==> config.mk <==
export PLATFORM = sky130hd
export DESIGN_NAME = cpu_core
export DESIGN_NICKNAME = d
export VERILOG_FILES = /design/src/rtl/cpu_core.sv
export SDC_FILE = /design/constraint.sdc
export NUM_CORES = 1
export LEC_CHECK = 0
export CORE_ASPECT_RATIO = 1.5
export CORE_UTILIZATION = 30
export CTS_BUF_LIST = sky130_fd_sc_hd__clkbuf_4 sky130_fd_sc_hd__clkbuf_8
export DETAILED_ROUTE_END_ITERATION = 12
export GPL_ROUTABILITY_DRIVEN = 0
export PLACE_DENSITY_LB_ADDON = 0.1
export SYNTH_ARGS = -nofsm -noshare
export SYNTH_HDL_FRONTEND = slang
export SYNTH_SLANG_ARGS = --single-unit
==> constraint.sdc <==
create_clock -name clock_i -period 6.15 [get_ports clock_i]
set_input_delay 1.23 -clock clock_i [delete_from_list [all_inputs] [get_ports clock_i]]
set_output_delay 1.23 -clock clock_i [all_outputs]
set_load 0.05 [all_outputs]
==> src/rtl/cpu_core.sv <==
// 6502-style core: vector fetch, load/transfer/inc/dec, JMP/STA abs, halt on illegal opcode.
// Optional debug outputs enabled by CPU_CORE_DEBUG_PORTS_EN.
module cpu_core #(
  parameter int          CLOCK_DIVIDER = 12,
  parameter logic [15:0] RESET_VECTOR  = 16'hFFFC,
  parameter logic [7:0]  STACK_RESET   = 8'hFD
) (
  input  logic        clock_i,
  input  logic        reset_i,
  input  logic [7:0]  data_i,
  input  logic        data_valid_i,
  output logic [7:0]  data_o,
  output logic        data_valid_o,
  output logic [15:0] address_o,
  output logic        address_valid_o,
  output logic        halted_o
`ifdef CPU_CORE_DEBUG_PORTS_EN
  ,
  output logic        clock_ready_o,
  output logic [15:0] program_counter_o,
  output logic [7:0]  accumulator_o,
  output logic [7:0]  index_x_o,
  output logic [7:0]  index_y_o,
  output logic [7:0]  status_o,
  output logic [7:0]  stack_pointer_o,
  output logic [7:0]  opcode_o
`endif
);

  localparam int CW = (CLOCK_DIVIDER > 1) ? $clog2(CLOCK_DIVIDER) : 1;
  localparam logic [CW-1:0] CMAX = CW'(CLOCK_DIVIDER - 1);

  typedef enum logic [2:0] {
    S_RESET_LO,
    S_RESET_HI,
    S_FETCH,
    S_EXEC,
    S_OPERAND_LO,
    S_OPERAND_HI,
    S_WRITE,
    S_HALT
  } state_t;

  state_t state, n_state;
  logic [CW-1:0] count;
  logic tick, rd_ok;
  logic [15:0] pc, n_pc, n_addr;
  logic [7:0] a, x, y, p, opcode, lo;
  logic [7:0] n_a, n_x, n_y, n_p, n_opcode, n_lo, n_dout;
  logic n_avalid, n_dvalid, n_halted;

  function automatic logic is_imm(input logic [7:0] op);
    return op == 8'hA9 || op == 8'hA2 || op == 8'hA0;
  endfunction

  function automatic logic is_abs(input logic [7:0] op);
    return op == 8'h4C || op == 8'h8D;
  endfunction

  function automatic logic is_impl(input logic [7:0] op);
    return op == 8'hEA || op == 8'hAA || op == 8'hA8 ||
           op == 8'h8A || op == 8'h98 || op == 8'hE8 ||
           op == 8'hC8 || op == 8'hCA || op == 8'h88;
  endfunction

  function automatic logic [7:0] nz(input logic [7:0] r,
                                    input logic [7:0] f);
    return {r[7], f[6:2], r == 8'h00, f[0]};
  endfunction

  assign tick  = (count == CMAX);
  assign rd_ok = tick && data_valid_i;

  always_ff @(posedge clock_i or posedge reset_i) begin
    if (reset_i) count <= '0;
    else if (tick) count <= '0;
    else count <= count + 1'b1;
  end

  always_ff @(posedge clock_i or posedge reset_i) begin
    if (reset_i) begin
      state           <= S_RESET_LO;
      pc              <= 16'h0000;
      a               <= 8'h00;
      x               <= 8'h00;
      y               <= 8'h00;
      p               <= 8'h34;
      opcode          <= 8'h00;
      lo              <= 8'h00;
      address_o       <= RESET_VECTOR;
      address_valid_o <= 1'b1;
      data_o          <= 8'h00;
      data_valid_o    <= 1'b0;
      halted_o        <= 1'b0;
    end else begin
      state           <= n_state;
      pc              <= n_pc;
      a               <= n_a;
      x               <= n_x;
      y               <= n_y;
      p               <= n_p;
      opcode          <= n_opcode;
      lo              <= n_lo;
      address_o       <= n_addr;
      address_valid_o <= n_avalid;
      data_o          <= n_dout;
      data_valid_o    <= n_dvalid;
      halted_o        <= n_halted;
    end
  end

  always_comb begin
    n_state  = state;
    n_pc     = pc;
    n_a      = a;
    n_x      = x;
    n_y      = y;
    n_p      = p;
    n_opcode = opcode;
    n_lo     = lo;
    n_addr   = address_o;
    n_avalid = address_valid_o;
    n_dout   = data_o;
    n_dvalid = data_valid_o;
    n_halted = halted_o;
    if (tick) begin
      unique case (state)
        S_RESET_LO: if (rd_ok) begin
          n_pc[7:0] = data_i;
          n_addr    = RESET_VECTOR + 16'd1;
          n_state   = S_RESET_HI;
        end
        S_RESET_HI: if (rd_ok) begin
          n_pc[15:8] = data_i;
          n_addr     = {data_i, pc[7:0]};
          n_state    = S_FETCH;
        end
        S_FETCH: if (rd_ok) begin
          n_opcode = data_i;
          n_pc     = pc + 16'd1;
          unique case (1'b1)
            is_imm(data_i) || is_abs(data_i): begin
              n_addr  = pc + 16'd1;
              n_state = S_OPERAND_LO;
            end
            is_impl(data_i): begin
              n_avalid = 1'b0;
              n_state  = S_EXEC;
            end
            default: begin
              n_avalid = 1'b0;
              n_halted = 1'b1;
              n_state  = S_HALT;
            end
          endcase
        end
        S_EXEC: begin
          unique case (opcode)
            8'hAA: begin n_x = a; n_p = nz(n_x, p); end
            8'hA8: begin n_y = a; n_p = nz(n_y, p); end
            8'h8A: begin n_a = x; n_p = nz(n_a, p); end
            8'h98: begin n_a = y; n_p = nz(n_a, p); end
            8'hE8: begin n_x = x + 8'd1; n_p = nz(n_x, p); end
            8'hC8: begin n_y = y + 8'd1; n_p = nz(n_y, p); end
            8'hCA: begin n_x = x - 8'd1; n_p = nz(n_x, p); end
            8'h88: begin n_y = y - 8'd1; n_p = nz(n_y, p); end
            default: ;
          endcase
          n_addr   = pc;
          n_avalid = 1'b1;
          n_state  = S_FETCH;
        end
        S_OPERAND_LO: if (rd_ok) begin
          n_pc   = pc + 16'd1;
          n_addr = pc + 16'd1;
          if (is_imm(opcode)) begin
            unique case (opcode)
              8'hA9:   n_a = data_i;
              8'hA2:   n_x = data_i;
              default: n_y = data_i;
            endcase
            n_p     = nz(data_i, p);
            n_state = S_FETCH;
          end else begin
            n_lo    = data_i;
            n_state = S_OPERAND_HI;
          end
        end
        S_OPERAND_HI: if (rd_ok) begin
          if (opcode == 8'h4C) begin
            n_pc    = {data_i, lo};
            n_addr  = {data_i, lo};
            n_state = S_FETCH;
          end else begin
            n_pc     = pc + 16'd1;
            n_addr   = {data_i, lo};
            n_dout   = a;
            n_dvalid = 1'b1;
            n_state  = S_WRITE;
          end
        end
        S_WRITE: begin
          n_dvalid = 1'b0;
          n_addr   = pc;
          n_state  = S_FETCH;
        end
        default: ;
      endcase
    end
  end

`ifdef CPU_CORE_DEBUG_PORTS_EN
  // The subset has no stack ops, so SP never leaves its reset value.
  assign clock_ready_o     = tick;
  assign program_counter_o = pc;
  assign accumulator_o     = a;
  assign index_x_o         = x;
  assign index_y_o         = y;
  assign status_o          = p;
  assign stack_pointer_o   = STACK_RESET;
  assign opcode_o          = opcode;
`endif

endmodule

==> results.json <==
{
  "layout_commonest_cell": "dfrtp_1",
  "vias": 5531,
  "grt_pass1_wl_um": 32570,
  "cts-buffers-inserted": 9,
  "post-route-util_pct": 34.37,
  "synth.net_count": 733,
  "peakVddDrop_mv": 0.1643,
  "cts-root-buf": "clkbuf_8",
  "post-cts-setup-buffer-count": 0,
  "synthArstFlopShare_pct": 100.0,
  "detail_route.wl_per_cell_um": 21.19,
  "worstPathRequired_ns": 6.44,
  "p_per_area_mw_per_mm2": 385.3,
  "dieArea_sq_mm": 0.02128,
  "cp_data_arrival_time_ns": 4.27,
  "drtPass1Iterations": 5,
  "status": "finished, final reports clean",
  "drt_iter0_drc": 390,
  "multiInputGateArea_sq_mm": 0.003623,
  "grt_max_degree": 53,
  "seq_area_frac_synth_pct": 36.59,
  "core_area_sq_mm": 0.02034,
  "clock_skew_ns": 0.02376,
  "hold_path_class": "reg -> reg",
  "slew_viol_final": 0,
  "port_buffers": 37,
  "synth_top_area_share_pct": 30.24,
  "clkLatencyLatePin_ns": 0.41,
  "ctsResizeCount": 0,
  "p_leak_nw": 2.790,
  "ctsHoldBuffers": 0,
  "grt_usage_pct": 20.45,
  "syn-cell-area_sq_mm": 0.006207,
  "htree_levels": 3,
  "post-route-period-util_pct": 64.70,
  "die_h_um": 178.2,
  "fin_crit_ns": 3.979,
  "io_pins": 38,
  "placed_cell_area_sq_mm": 0.006766,
  "drv_cap": 0,
  "timing.max_slew.rel_slack_pct": 28.99,
  "yosysTopAreaCell": "dfrtp_1",
  "critPathLaunchType": "flop",
  "pre_cts_ws_ns": 2.140,
  "clkTransAtPathRegs_ns": 0.10,
  "area_growth_pct": 12.62,
  "grt_pass1_vias": 5564,
  "timing.fmax_mhz": 251.3,
  "criticalPathCategory": "reg -> reg",
  "drt-total-wl_um": 20830,
  "synth_area_leaders": "dfrtp_1 30%, dfstp_2 6.3%, a21oi_1 4.8%, mux2_2 4.2%, nor2_1 3.9%",
  "grt_overflow": 0,
  "viasPerCell": 5.627,
  "rows": 64,
  "hpwlAfterDp_um": 14960,
  "tightest_slew_ns": 1.057,
  "placedCellCount": 967,
  "antenna_left": 0,
  "fin_area_sq_mm": 0.006990,
  "final_nets": 741,
  "cts_num_sinks": 90,
  "start_util_pct": 30.52,
  "setup_ws_ns": 2.171,
  "path_max_fanout": 18,
  "synth_edf_count": 0,
  "hold_viol": 0,
  "synthDistinctLibCells": 79,
  "avgSynthCellArea_sq_um": 8.792,
  "ff_latch_area_sq_mm": 0.002271,
  "final_cell_mix": "75 x dfrtp_1, 65 x nor2_1, 60 x nand2_1",
  "grt_setup_unrepaired": "false",
  "setup-violations-final": 0,
  "fin_setup_tns_ns": 0,
  "n_antenna_cell": 0,
  "nFillCells": 2135,
  "synthCells": 706,
  "cts.path.max_buffers": 2,
  "fp.dieW_um": 119.4,
  "power_mw": 2.693,
  "cp-end-kind": "flop",
  "ys_ff_latch": 90,
  "grt_antenna_before_repair": 0,
  "finalNonFillerCells": 983,
  "cts_tree": "done",
  "post-route-drc-count": 0,
  "drive_gt1_share_pct": 12.24,
  "rrSetupSlack_ns": 2.17,
  "synthFlopType": "dfrtp_1",
  "yosys_warnings": 0,
  "whs_ns": 0.4648
}
-- path summary, 6_finish.rpt --
| check | cells after the start | end | start |
|---|---|---|---|
| max in group asynchronous | 3 | y[6]$_DFFE_PP0P_ | reset_i |
| worst max register to register | 11 | y[7]$_DFFE_PP0P_ | opcode[2]$_DFFE_PP0P_ |
| worst min register to register | 1 | halted_o$_DFFE_PP0P_ | halted_o$_DFFE_PP0P_ |
| min in group asynchronous | 2 | opcode[3]$_DFFE_PP0P_ | reset_i |
| worst max-delay path | 11 | y[7]$_DFFE_PP0P_ | opcode[2]$_DFFE_PP0P_ |
| worst min-delay path | 1 | halted_o$_DFFE_PP0P_ | halted_o$_DFFE_PP0P_ |
-- routing by layer --
layer,up-vias,part of all wire [%],global-route usage (%)
met2,164,52,36.56
met5,-,0,0
met3,49,3.7,2.781
met1,2701,40,23.17
li1,2617,-,-
met4,0,4.4,11.72
-- synth_stat cells, types with 6 or more instances --
library cell	number
nand2_1	60
mux2i_1	10
nand4_1	9
mux2_2	23
maj3_1	8
nor3_1	26
o21ai_0	48
dfstp_2	15
a31oi_1	6
o22a_1	6
mux2_1	10
buf_2	14
dfrtp_1	75
a21oi_1	59
a22o_1	9
xnor2_1	11
ha_1	14
a221oi_1	6
nor2b_1	10
clkbuf_1	29
o22ai_1	13
nor2_1	65
nand3_1	12
a211oi_1	16
o211ai_1	8
inv_1	20
xor2_1	7
-- power by group --
| part | switching, mW | total (mW) | internal [mW] |
|---|---|---|---|
| combinational | 0.769 | 1.20 | 0.431 |
| sequential | 0.238 | 1.02 | 0.780 |
| clock | 0.232 | 0.475 | 0.242 |
-- worst max-delay path: stages, from the launching register on --
cell	delay, ns
dfrtp_1	0.51
nor4b_2	0.50
nand2_1	0.51
or2_2	0.47
inv_1	0.18
ha_1	0.26
a21oi_1	0.18
o211ai_1	0.13
o41ai_1	0.56
xor2_1	0.17
a211oi_1	0.27
o22ai_1	0.12
-- area by class of cell --
class	count	share of cell area (%)
Clock buffer	15	2.774
Clock inverter	1	0.4296
Inverter	23	1.271
Multi-Input combinational cell	542	51.83
Sequential cell	90	32.49
Tap cell	264	4.725
Timing Repair Buffer	48	6.479
-- registers in the layout, summed over array words and instances (netlist names) --
register / count
a: 8
address_o: 16
address_valid_o: 1
count: 4
data_o: 8
data_valid_o: 1
halted_o: 1
lo: 8
opcode: 8
pc: 16
state: 3
x: 8
y: 8
-- cell families (layout without fill, tap and decap cells) --
family                     Yosys count  in the layout  synth area share (%)
AOI/OAI and AO/OA                  228            228                 24.71
and+or+nand+nor                    228            228                 18.50
DFF                                 90             90                 36.59
buffers and inverters               74             87                 5.039
muxes                               43             43                 7.599
adders and majority gates           24             24                 4.757
xor gates and xnor gates            19             19                 2.802
(Power assumes the default switching activity.)
